==> src/rtl/adder_sum_fifo_if.sv <==
// Stream bundle between the adder-side producer, the sum FIFO and its consumer.
// The master side produces sums and accepts results; the FIFO itself is the slave.
interface adder_sum_fifo_if #(
   parameter int DATA_WIDTH = 7
);
   logic                  in_valid;
   logic [DATA_WIDTH-1:0] in_data;
   logic                  out_valid;
   logic                  out_ready;
   logic [DATA_WIDTH-1:0] out_data;

   modport master (
      output in_valid,
      output in_data,
      output out_ready,
      input  out_valid,
      input  out_data
   );

   modport slave (
      input  in_valid,
      input  in_data,
      input  out_ready,
      output out_valid,
      output out_data
   );
endinterface

==> src/rtl/adder_sum_fifo.sv <==
// First-word-fall-through buffer for adder sums with occupancy flags and
// sticky drop detection. All outputs come straight from registers.
module adder_sum_fifo #(
   parameter int DATA_WIDTH = 7,
   parameter int DEPTH      = 8,
   parameter int CNT_WIDTH  = 8
) (
   input  logic                         clk,
   input  logic                         reset,
   adder_sum_fifo_if.slave              bus,
   input  logic                         clr_err,
   output logic [$clog2(DEPTH):0]       level,
   output logic                         full,
   output logic                         empty,
   output logic                         overflow,
   output logic [CNT_WIDTH-1:0]         drop_cnt
);
   localparam int AW = $clog2(DEPTH);
   localparam int PW = AW + 1;

   localparam logic [PW-1:0]         PTR_ONE   = PW'(1);
   localparam logic [PW-1:0]         LVL_ZERO  = PW'(0);
   localparam logic [PW-1:0]         LVL_FULL  = PW'(DEPTH);
   localparam logic [CNT_WIDTH-1:0]  CNT_ONE   = CNT_WIDTH'(1);
   localparam logic [CNT_WIDTH-1:0]  CNT_MAX   = {CNT_WIDTH{1'b1}};
   localparam logic [DATA_WIDTH-1:0] DATA_ZERO = {DATA_WIDTH{1'b0}};

   logic [DATA_WIDTH-1:0] mem_r [DEPTH];
   logic [PW-1:0]         rd_ptr_r;
   logic [PW-1:0]         wr_ptr_r;
   logic [PW-1:0]         level_r;
   logic                  full_r;
   logic                  empty_r;
   logic                  out_valid_r;
   logic [DATA_WIDTH-1:0] out_data_r;
   logic                  overflow_r;
   logic [CNT_WIDTH-1:0]  drop_cnt_r;

   logic                  pop_s;
   logic                  push_s;
   logic                  drop_s;
   logic [PW-1:0]         rd_ptr_nxt_s;
   logic [PW-1:0]         wr_ptr_nxt_s;
   logic [PW-1:0]         level_nxt_s;
   logic [DATA_WIDTH-1:0] head_nxt_s;

   // Handshake decode and next-state pointer/level arithmetic.
   always_comb begin
      pop_s        = out_valid_r && bus.out_ready;
      push_s       = bus.in_valid && (!full_r || pop_s);
      drop_s       = bus.in_valid && full_r && !pop_s;
      rd_ptr_nxt_s = rd_ptr_r;
      wr_ptr_nxt_s = wr_ptr_r;
      level_nxt_s  = level_r;
      if (pop_s) begin
         rd_ptr_nxt_s = rd_ptr_r + PTR_ONE;
      end else begin
         rd_ptr_nxt_s = rd_ptr_r;
      end
      if (push_s) begin
         wr_ptr_nxt_s = wr_ptr_r + PTR_ONE;
      end else begin
         wr_ptr_nxt_s = wr_ptr_r;
      end
      case ({push_s, pop_s})
         2'b10:   level_nxt_s = level_r + PTR_ONE;
         2'b01:   level_nxt_s = level_r - PTR_ONE;
         default: level_nxt_s = level_r;
      endcase
   end

   // Next head word; a lone freshly pushed word is forwarded since the array
   // write lands on the same edge as the output register update.
   always_comb begin
      head_nxt_s = DATA_ZERO;
      if (level_nxt_s == LVL_ZERO) begin
         head_nxt_s = DATA_ZERO;
      end else if (push_s && (level_nxt_s == PTR_ONE)) begin
         head_nxt_s = bus.in_data;
      end else begin
         head_nxt_s = mem_r[rd_ptr_nxt_s[AW-1:0]];
      end
   end

   // Storage array write; contents need no reset since pointers gate visibility.
   always_ff @(posedge clk) begin
      if (push_s) begin
         mem_r[wr_ptr_r[AW-1:0]] <= bus.in_data;
      end
   end

   // Pointers, occupancy flags and the registered head word.
   always_ff @(posedge clk or posedge reset) begin
      if (reset) begin
         rd_ptr_r    <= LVL_ZERO;
         wr_ptr_r    <= LVL_ZERO;
         level_r     <= LVL_ZERO;
         full_r      <= 1'b0;
         empty_r     <= 1'b1;
         out_valid_r <= 1'b0;
         out_data_r  <= DATA_ZERO;
      end else begin
         rd_ptr_r    <= rd_ptr_nxt_s;
         wr_ptr_r    <= wr_ptr_nxt_s;
         level_r     <= level_nxt_s;
         full_r      <= (level_nxt_s == LVL_FULL);
         empty_r     <= (level_nxt_s == LVL_ZERO);
         out_valid_r <= (level_nxt_s != LVL_ZERO);
         out_data_r  <= head_nxt_s;
      end
   end

   // Sticky drop tracking; a clear in the same cycle as a drop takes priority.
   always_ff @(posedge clk or posedge reset) begin
      if (reset) begin
         overflow_r <= 1'b0;
         drop_cnt_r <= {CNT_WIDTH{1'b0}};
      end else if (clr_err) begin
         overflow_r <= 1'b0;
         drop_cnt_r <= {CNT_WIDTH{1'b0}};
      end else if (drop_s) begin
         overflow_r <= 1'b1;
         if (drop_cnt_r != CNT_MAX) begin
            drop_cnt_r <= drop_cnt_r + CNT_ONE;
         end else begin
            drop_cnt_r <= drop_cnt_r;
         end
      end else begin
         overflow_r <= overflow_r;
         drop_cnt_r <= drop_cnt_r;
      end
   end

   assign bus.out_valid = out_valid_r;
   assign bus.out_data  = out_data_r;
   assign level         = level_r;
   assign full          = full_r;
   assign empty         = empty_r;
   assign overflow      = overflow_r;
   assign drop_cnt      = drop_cnt_r;

endmodule

==> src/flat_wrapper.sv <==
// flat-port wrapper written by rule: the top's interface ports become plain ports
module adder_sum_fifo_flat 
#(
   parameter int DATA_WIDTH = 7,
   parameter int DEPTH      = 8,
   parameter int CNT_WIDTH  = 8
)
  (clk, reset, clr_err, level, full, empty, overflow, drop_cnt, bus_in_valid, bus_in_data, bus_out_ready, bus_out_valid, bus_out_data);
  adder_sum_fifo_if #(.DATA_WIDTH(DATA_WIDTH)) bus_i ();
  input  logic clk;
  input  logic reset;
  input  logic clr_err;
  output logic [$clog2(DEPTH):0] level;
  output logic full;
  output logic empty;
  output logic overflow;
  output logic [CNT_WIDTH-1:0] drop_cnt;
  input wire logic [$bits(bus_i.in_valid)-1:0] bus_in_valid;
  input wire logic [$bits(bus_i.in_data)-1:0] bus_in_data;
  input wire logic [$bits(bus_i.out_ready)-1:0] bus_out_ready;
  output wire logic [$bits(bus_i.out_valid)-1:0] bus_out_valid;
  output wire logic [$bits(bus_i.out_data)-1:0] bus_out_data;
  assign bus_i.in_valid = bus_in_valid;
  assign bus_i.in_data = bus_in_data;
  assign bus_i.out_ready = bus_out_ready;
  assign bus_out_valid = bus_i.out_valid;
  assign bus_out_data = bus_i.out_data;
  adder_sum_fifo #(.DATA_WIDTH(DATA_WIDTH), .DEPTH(DEPTH), .CNT_WIDTH(CNT_WIDTH)) u_core (.clk(clk), .reset(reset), .bus(bus_i), .clr_err(clr_err), .level(level), .full(full), .empty(empty), .overflow(overflow), .drop_cnt(drop_cnt));
endmodule
==> config.mk <==
export PLATFORM = sky130hd
export DESIGN_NAME = adder_sum_fifo_flat
export DESIGN_NICKNAME = d
export VERILOG_FILES = /design/src/rtl/adder_sum_fifo_if.sv /design/src/rtl/adder_sum_fifo.sv /design/src/flat_wrapper.sv
export SDC_FILE = /design/constraint.sdc
export NUM_CORES = 1
export LEC_CHECK = 0
export CAP_MARGIN = 40
export CORE_MARGIN = 2
export CORE_UTILIZATION = 28
export DETAILED_ROUTE_END_ITERATION = 8
export PLACE_DENSITY = 0.51
export SLEW_MARGIN = 20
export SYNTH_ARGS = -nofsm -noshare
export SYNTH_HDL_FRONTEND = slang
export SYNTH_SLANG_ARGS = --single-unit
==> constraint.sdc <==
create_clock -name clk -period 4.6 [get_ports clk]
set_input_delay 1.38 -clock clk [delete_from_list [all_inputs] [get_ports clk]]
set_output_delay 1.38 -clock clk [all_outputs]
set_load 0.05 [all_outputs]
After elaboration in Yosys (flattened, before gate mapping). Memories as Yosys holds them, arrays and structs flattened. Index checks and enable logic that the tools add are counted.

Word-level logic and storage cells: 45. Memories kept: 1. RAM bits: 56. Flip-flop bits (word level): 31. Input port bits: 12. Output and inout bits: 23.

Memory list: u_core.mem_r (depth 8, bits a word 7, rd ports 1, clocked after Yosys merged registers in 0, wr ports 1, line adder_sum_fifo.sv:28) `logic [DATA_WIDTH-1:0] mem_r [DEPTH];`.

Reductions and logical operators: 13. Add/sub/neg operators: 5. Muxes and demuxes: 11. Eq/ne operators: 5.

Operators with widths (count): 2-to-1 mux 8 bit (3); 2-to-1 mux 7 bit (2); adder 4 x 1 -> 4 bit (second input constant) (3); adder 8 x 1 -> 8 bit (second input constant) (1); inequality test 8 bit (second input constant) (1); one-hot mux 4 bit (2 select lines) (1); logical AND 1 bit (5); equality test 4 x 1 -> 1 bit (second input constant) (1); equality test 4 bit (second input constant) (1); zero test 4 bit (1); 2-to-1 mux 1 bit (4); nonzero test 2 bit (2); nonzero test 4 bit (1); subtractor 4 x 1 -> 4 bit (second input constant) (1); 2-to-1 mux 3 bit (1); equality test 2 x 1 -> 1 bit (second input constant) (1); equality test 2 bit (second input constant) (1); zero test 1 bit (2); AND reduction 2 bit (1); logical OR 1 bit (1).

Logic depth before layout (Yosys ltp).
Depth after elaboration: 9. Mapped depth: 14. Mapped depth without buffers: 11.

Worst setup path after synthesis. OpenSTA, ideal clock, no wires.

Path type: input -> register. Start point: in bus_out_ready. End point: reg u_core.out_data_r[0] (netlist: u_core.bus.out_data[0]). Path slack: 56 ps. Library setup time: 104 ps. Stages on the path: 14. Buffers on the path: 3. Arrival: 4440 ps. Data required time: 4496 ps. Path through: buf_2 -> nand2_1 -> a21boi_1 -> inv_1 -> buf_1 -> ha_1 -> xor2_1 -> ha_1 -> a21oi_1 -> mux2i_4 -> mux2i_2 -> or4b_1 -> buf_2 -> a221oi_1.

Cells in the longest elaborated chain, start to end: 9. Elaborated cells between the ends (all ways): 13. Those cells by class: 3 x eq/ne; 4 x mux; 5 x reduce/logical; 1 x memory.

Ends and longest elaborated chain: from (decl) (line flat_wrapper.sv:20) `input wire logic [$bits(bus_i.out_ready)-1:0] bus_out_ready;`; logical AND 1 bit * (line adder_sum_fifo.sv:49) `pop_s = out_valid_r && bus.out_ready;`; logical OR 1 bit (line adder_sum_fifo.sv:50) `push_s = bus.in_valid && (!full_r || pop_s);`; logical AND 1 bit (line adder_sum_fifo.sv:50); equality test 2 x 1 -> 1 bit or equality test 2 bit (tied branches) (line adder_sum_fifo.sv:65) `case ({push_s, pop_s})`; one-hot mux 4 bit (2 select lines) (line adder_sum_fifo.sv:65); equality test 4 x 1 -> 1 bit (line adder_sum_fifo.sv:78) `end else if (push_s && (level_nxt_s == PTR_ONE)) begin`; logical AND 1 bit (line adder_sum_fifo.sv:78); 2-to-1 mux 7 bit (line adder_sum_fifo.sv:78); 2-to-1 mux 7 bit * (line adder_sum_fifo.sv:76) `if (level_nxt_s == LVL_ZERO) begin`; via u_core.head_nxt_s[0] (line adder_sum_fifo.sv:45) `logic [DATA_WIDTH-1:0] head_nxt_s;`; to (signal assigned) (line adder_sum_fifo.sv:109) `out_data_r <= head_nxt_s;`; to (decl) (line adder_sum_fifo.sv:35) `logic [DATA_WIDTH-1:0] out_data_r;`.

The timed path passes the listed nets; every way through them passes the cells marked *. A chain may end at the register's enable or synchronous reset.

Worst setup path after layout.
Start point: in bus_out_ready. End point: reg u_core.out_data_r[6] (netlist: u_core.bus.out_data[6]).

Same word-level chain as after synthesis.

==> tab_implementation.tex <==
\begin{tabular}{lr}
\hline
Metric & Value \\
\hline
\multicolumn{2}{l}{\textbf{Outcome}} \\
\quad Run status & complete, no violations \\
\multicolumn{2}{l}{\textbf{Critical path}} \\
\quad Type of element capturing the critical path & register \\
\quad Most numerous cell on the critical path & ha\_1 \\
\quad Crit-path leading delay family & compound AO/OA/AOI/OAI gates \\
\quad Library cell contributing the largest single delay on the critical path & or4b\_1 \\
\quad Worst endpoint required time & 4.83 ns \\
\quad Count of buffer and inverter cells on the critical path & 2 \\
\quad Classification of the worst setup path & in -> reg \\
\quad Longest individual stage delay on the worst path & 0.62 ns \\
\quad Arrival time at the worst endpoint & 4.55 ns \\
\quad Cells along the critical path & clkdlybuf4s50\_1 > nand2\_1 > a21boi\_1 > inv\_1 > ha\_1 > xor2\_1 > ha\_1 > a21oi\_1 > mux2i\_4 > mux2i\_2 > or4b\_1 > a221oi\_1 \\
\quad Crit start category & input pin \\
\quad Highest net fanout along the worst path & 7 \\
\multicolumn{2}{l}{\textbf{Floorplanning}} \\
\quad Die area & 15890 sq um \\
\quad Number of I/O pins & 35 \\
\quad Core footprint & 14530 sq um \\
\quad Vertical die dimension & 126.0 um \\
\quad Number of rows created at floorplan & 44 \\
\quad Horizontal extent of the die & 126.0 um \\
\quad Starting density of the core & 28.69\% \\
\multicolumn{2}{l}{\textbf{CTS}} \\
\quad Buffer levels on the longest clock path & 2 \\
\quad Number of sinks driven by the clock tree & 85 \\
\quad Total of cells resized after clock tree synthesis & 0 \\
\quad Inserted Clock Buffers & 9 \\
\quad Worst skew pair latency & 0.34 ns \\
\quad CTS tree & built \\
\quad Clock transition at the register clock pins on the worst setup and hold paths after CTS & 0.06 ns \\
\quad Hold buffer count at CTS & 0 \\
\quad Number of levels in the clock H-tree & 3 \\
\quad \# Post-CTS Setup Buffers & 0 \\
\quad Clk Tree Root Cell & clkbuf\_16 \\
\multicolumn{2}{l}{\textbf{Route}} \\
\quad Vias & 2977 \\
\quad Count of nets left with antenna violations after detail routing & 0 \\
\quad Detailed-route wire length per cell & 17.96 um \\
\quad Number of vias per cell after detailed routing & 5.168 \\
\quad Total routed wirelength & 10350 um \\
\quad Number of iterations in the first detailed-routing pass & 4 \\
\quad Remaining design rule violation count & 0 \\
\quad DRC violation total after the first TritonRoute iteration & 152 \\
\multicolumn{2}{l}{\textbf{Synth}} \\
\quad YS warnings & 0 \\
\quad Share of the yosys chip area belonging to registers & 57.76\% \\
\quad Number of enable flip-flop cells after synthesis & 56 \\
\quad Combined area of all synthesized cells & 4170 sq um \\
\quad Post-Synthesis Mean Instance Area & 12.05 sq um \\
\quad Flip-flop and latch count after synthesis & 85 \\
\quad Synth cell types & 47 \\
\quad Most used flip-flop cell after synthesis & edfxtp\_1 \\
\quad Async SR Flop Fraction & 34.12\% \\
\quad Post-Synthesis Net Count & 364 \\
\quad Cell count after synthesis & 346 \\
\multicolumn{2}{l}{\textbf{Finish}} \\
\quad Fraction of final layout cells sized beyond drive strength 1 & 12.24\% \\
\quad Number of nets in the finished design & 405 \\
\quad Count of non-filler cells in the finished layout & 576 \\
\quad Signed area change from the synthesized netlist to the final layout & 22.32\% \\
\quad Diode count & 0 \\
\multicolumn{2}{l}{\textbf{STA}} \\
\quad Final count of hold timing violations & 0 \\
\quad Worst Max-Slew Pin Slew & 0.8027 ns \\
\quad Slew HR & 46.48\% \\
\quad Final worst path period need & 4.315 ns \\
\quad Setup repair after global routing missed its margin & false \\
\quad Timing-limited maximum frequency & 231.8 MHz \\
\quad Count of final setup violators & 0 \\
\quad Count of final max-slew check failures & 0 \\
\quad Worst clock skew & 0.003568 ns \\
\quad Share of the cycle needed by the critical path after routing & 93.80\% \\
\multicolumn{2}{l}{\textbf{Global route}} \\
\quad Initial antenna violation count & 0 \\
\quad Via count of the first global-routing pass & 3029 \\
\quad Aggregate global-route resource usage & 13.55\% \\
\quad Global-route wire length before repair & 16500 um \\
\quad Maximum number of pins on one net before global-route repair & 35 \\
\quad GR Overflow Total & 0 \\
\multicolumn{2}{l}{\textbf{Power}} \\
\quad Clock network fraction of total power & 20.0\% \\
\quad Net switching power of the design & 1456 uW \\
\quad Power Total & 3574 uW \\
\quad Pwr per Cell Area & 700.7 nW/um\^{}2 \\
\quad Internal power component & 2119 uW \\
\quad Static Leakage & 0.001741 uW \\
\quad Sequential share of power & 31.9\% \\
\quad Share of total power consumed by net switching & 40.73\% \\
\quad Combinational share of power & 48.1\% \\
\quad Worst IR drop on VDD & 0.0002851 V \\
\multicolumn{2}{l}{\textbf{Worst hold path}} \\
\quad Class of the tightest hold or removal check & reg -> reg \\
\multicolumn{2}{l}{\textbf{Placement}} \\
\quad Dpl cells & 560 \\
\quad Half-perimeter wire length after detailed placement & 7006 um \\
\quad Count of input and output buffers & 34 \\
\quad Placer congestion estimate & 0.7817 \\
\multicolumn{2}{l}{\textbf{Flow run}} \\
\quad Maximum Capacitance Violations & 0 \\
\hline
\end{tabular}
[final cells by class]
type                            instances  area, sq um
Clock buffer                            9        225.2
Multi-Input combinational cell        223         1604
Sequential cell                        85         2409
Tap cell                              184        230.2
Inverter                               11        41.29
Fill cell                            1471         9433
Timing Repair Buffer                   57        525.5
Clock inverter                          7        66.31
[per-stage QoR]
step | TNS (ns) | util [%] | setup WS, ns | hold slack (ns) | instance area, sq um
after floorplan | 0 | - | 0.05596 | 0.5169 | 4170
after global placement | -0.01919 | 33.04 | -0.006232 | 0.5076 | 4802
after detailed placement | -0.4633 | 33.09 | -0.08044 | 0.5096 | 4810
after CTS | 0 | 35.10 | 0.2693 | 0.5195 | 5101
after global routing | 0 | 35.10 | 0.07026 | 0.5458 | 5101
final | 0 | 35.10 | 0.2854 | 0.5156 | 5101
[final timing paths]
| path | startpoint | cells past startpoint | slack [ns] | end |
|---|---|---|---|---|
| worst min register to register | u_core.overflow | 2 | 0.52 | u_core.overflow |
| worst max-delay path | bus_out_ready | 12 | 0.29 | u_core.bus.out_data[6] |
| min in group asynchronous | reset | 2 | 1.44 | u_core.full |
| worst max register to register | u_core.bus.out_valid | 12 | 1.29 | u_core.bus.out_data[6] |
| max in group asynchronous | reset | 2 | 2.76 | u_core.bus.out_data[1] |
| worst min-delay path | u_core.overflow | 2 | 0.52 | u_core.overflow |
[cell usage after synthesis, drive strengths merged (2+ instances only)]
master | count | area [sq um]
mux2 | 8 | 90.09
nor3b | 29 | 217.7
nor4 | 10 | 62.56
ha | 6 | 75.07
inv | 11 | 41.29
a21boi | 3 | 26.27
o21a | 16 | 120.1
nand3 | 4 | 20.02
mux2i | 4 | 56.30
a221oi | 7 | 61.31
dfrtp | 28 | 700.7
xor2 | 3 | 26.28
and3b | 2 | 17.52
xnor2 | 8 | 70.07
o221ai | 14 | 122.6
buf | 9 | 48.80
clkbuf | 18 | 67.56
a21oi | 5 | 25.02
nand2b | 5 | 31.28
o32ai | 14 | 122.6
edfxtp | 56 | 1682
nor3 | 8 | 40.04
or2 | 3 | 21.28
nor2 | 19 | 71.32
nand2 | 27 | 101.4
o21ai | 3 | 15.01
nand4b | 15 | 131.4
[per-layer routing]
| layer | wire length (um) | GRT usage, % | vias up |
|---|---|---|---|
| li1 | - | - | 1413 |
| met1 | 4432 | 16.60 | 1482 |
| met2 | 5203 | 22.87 | 62 |
| met3 | 356 | 2.294 | 20 |
| met4 | 353 | 7.175 | 0 |
| met5 | 0 | 0 | - |
[power groups by stage]
stage	clock network, uW	logic [uW]	registers, uW
final	713	1720	1140
after global routing	763	1870	1170
after CTS	729	1740	1140
after detailed placement	0	1730	1160
after global placement	0	1700	1150
after floorplan	0	986	1320
[cell usage in the layout, fill, tap and decap left out, types with 2 or more instances in the layout]
master | synthesis | routed
edfxtp_1 | 56 | 56
clkdlybuf4s50_1 | 0 | 34
nor3b_1 | 29 | 29
dfrtp_1 | 28 | 28
nand2_1 | 27 | 27
buf_4 | 0 | 22
nor2_1 | 19 | 19
o21a_1 | 16 | 16
nand4b_1 | 15 | 15
o221ai_1 | 14 | 14
o32ai_1 | 14 | 14
nor4_1 | 10 | 10
inv_1 | 10 | 9
clkbuf_16 | 0 | 9
xnor2_1 | 8 | 8
nor3_1 | 8 | 8
mux2_1 | 7 | 7
a221oi_1 | 7 | 7
ha_1 | 6 | 6
a21oi_1 | 5 | 5
nand2b_1 | 5 | 5
nand3_1 | 4 | 4
o21ai_0 | 3 | 3
xor2_1 | 3 | 3
clkinv_2 | 0 | 3
mux2i_1 | 2 | 2
and3b_1 | 2 | 2
inv_2 | 1 | 2
a21boi_1 | 2 | 2
[flip-flops by register name (all words and copies together) (netlist names)]
register and cells:
u_core.drop_cnt 8, u_core.full 1, u_core.empty 1, u_core.bus.out_valid 1, u_core.overflow 1, u_core.mem_r 56, u_core.level 4, u_core.rd_ptr_r 3
u_core.bus.out_data 7, u_core.wr_ptr_r 3
[logic make-up (layout without fill, tap and decap cells)]
family	after synthesis	in the layout	synth area share, %
compound gates	65	65	12.48
buf+inv	38	84	3.780
mux	12	12	3.510
fa+ha+maj	6	6	1.800
simple gates	129	129	18.36
flops	85	85	57.76
xor+xnor	11	11	2.310
[worst register-to-register path, stage by stage, from the launching register on]
cell and delay, ns:
dfrtp_1 0.32, buf_4 0.24, nand2_1 0.14, a21boi_1 0.20, inv_1 0.08, ha_1 0.25, xor2_1 0.17, ha_1 0.18
a21oi_1 0.25, mux2i_4 0.32, mux2i_2 0.10, or4b_1 0.62, a221oi_1 0.33
No activity file was read; power rests on OpenSTA's default activity.
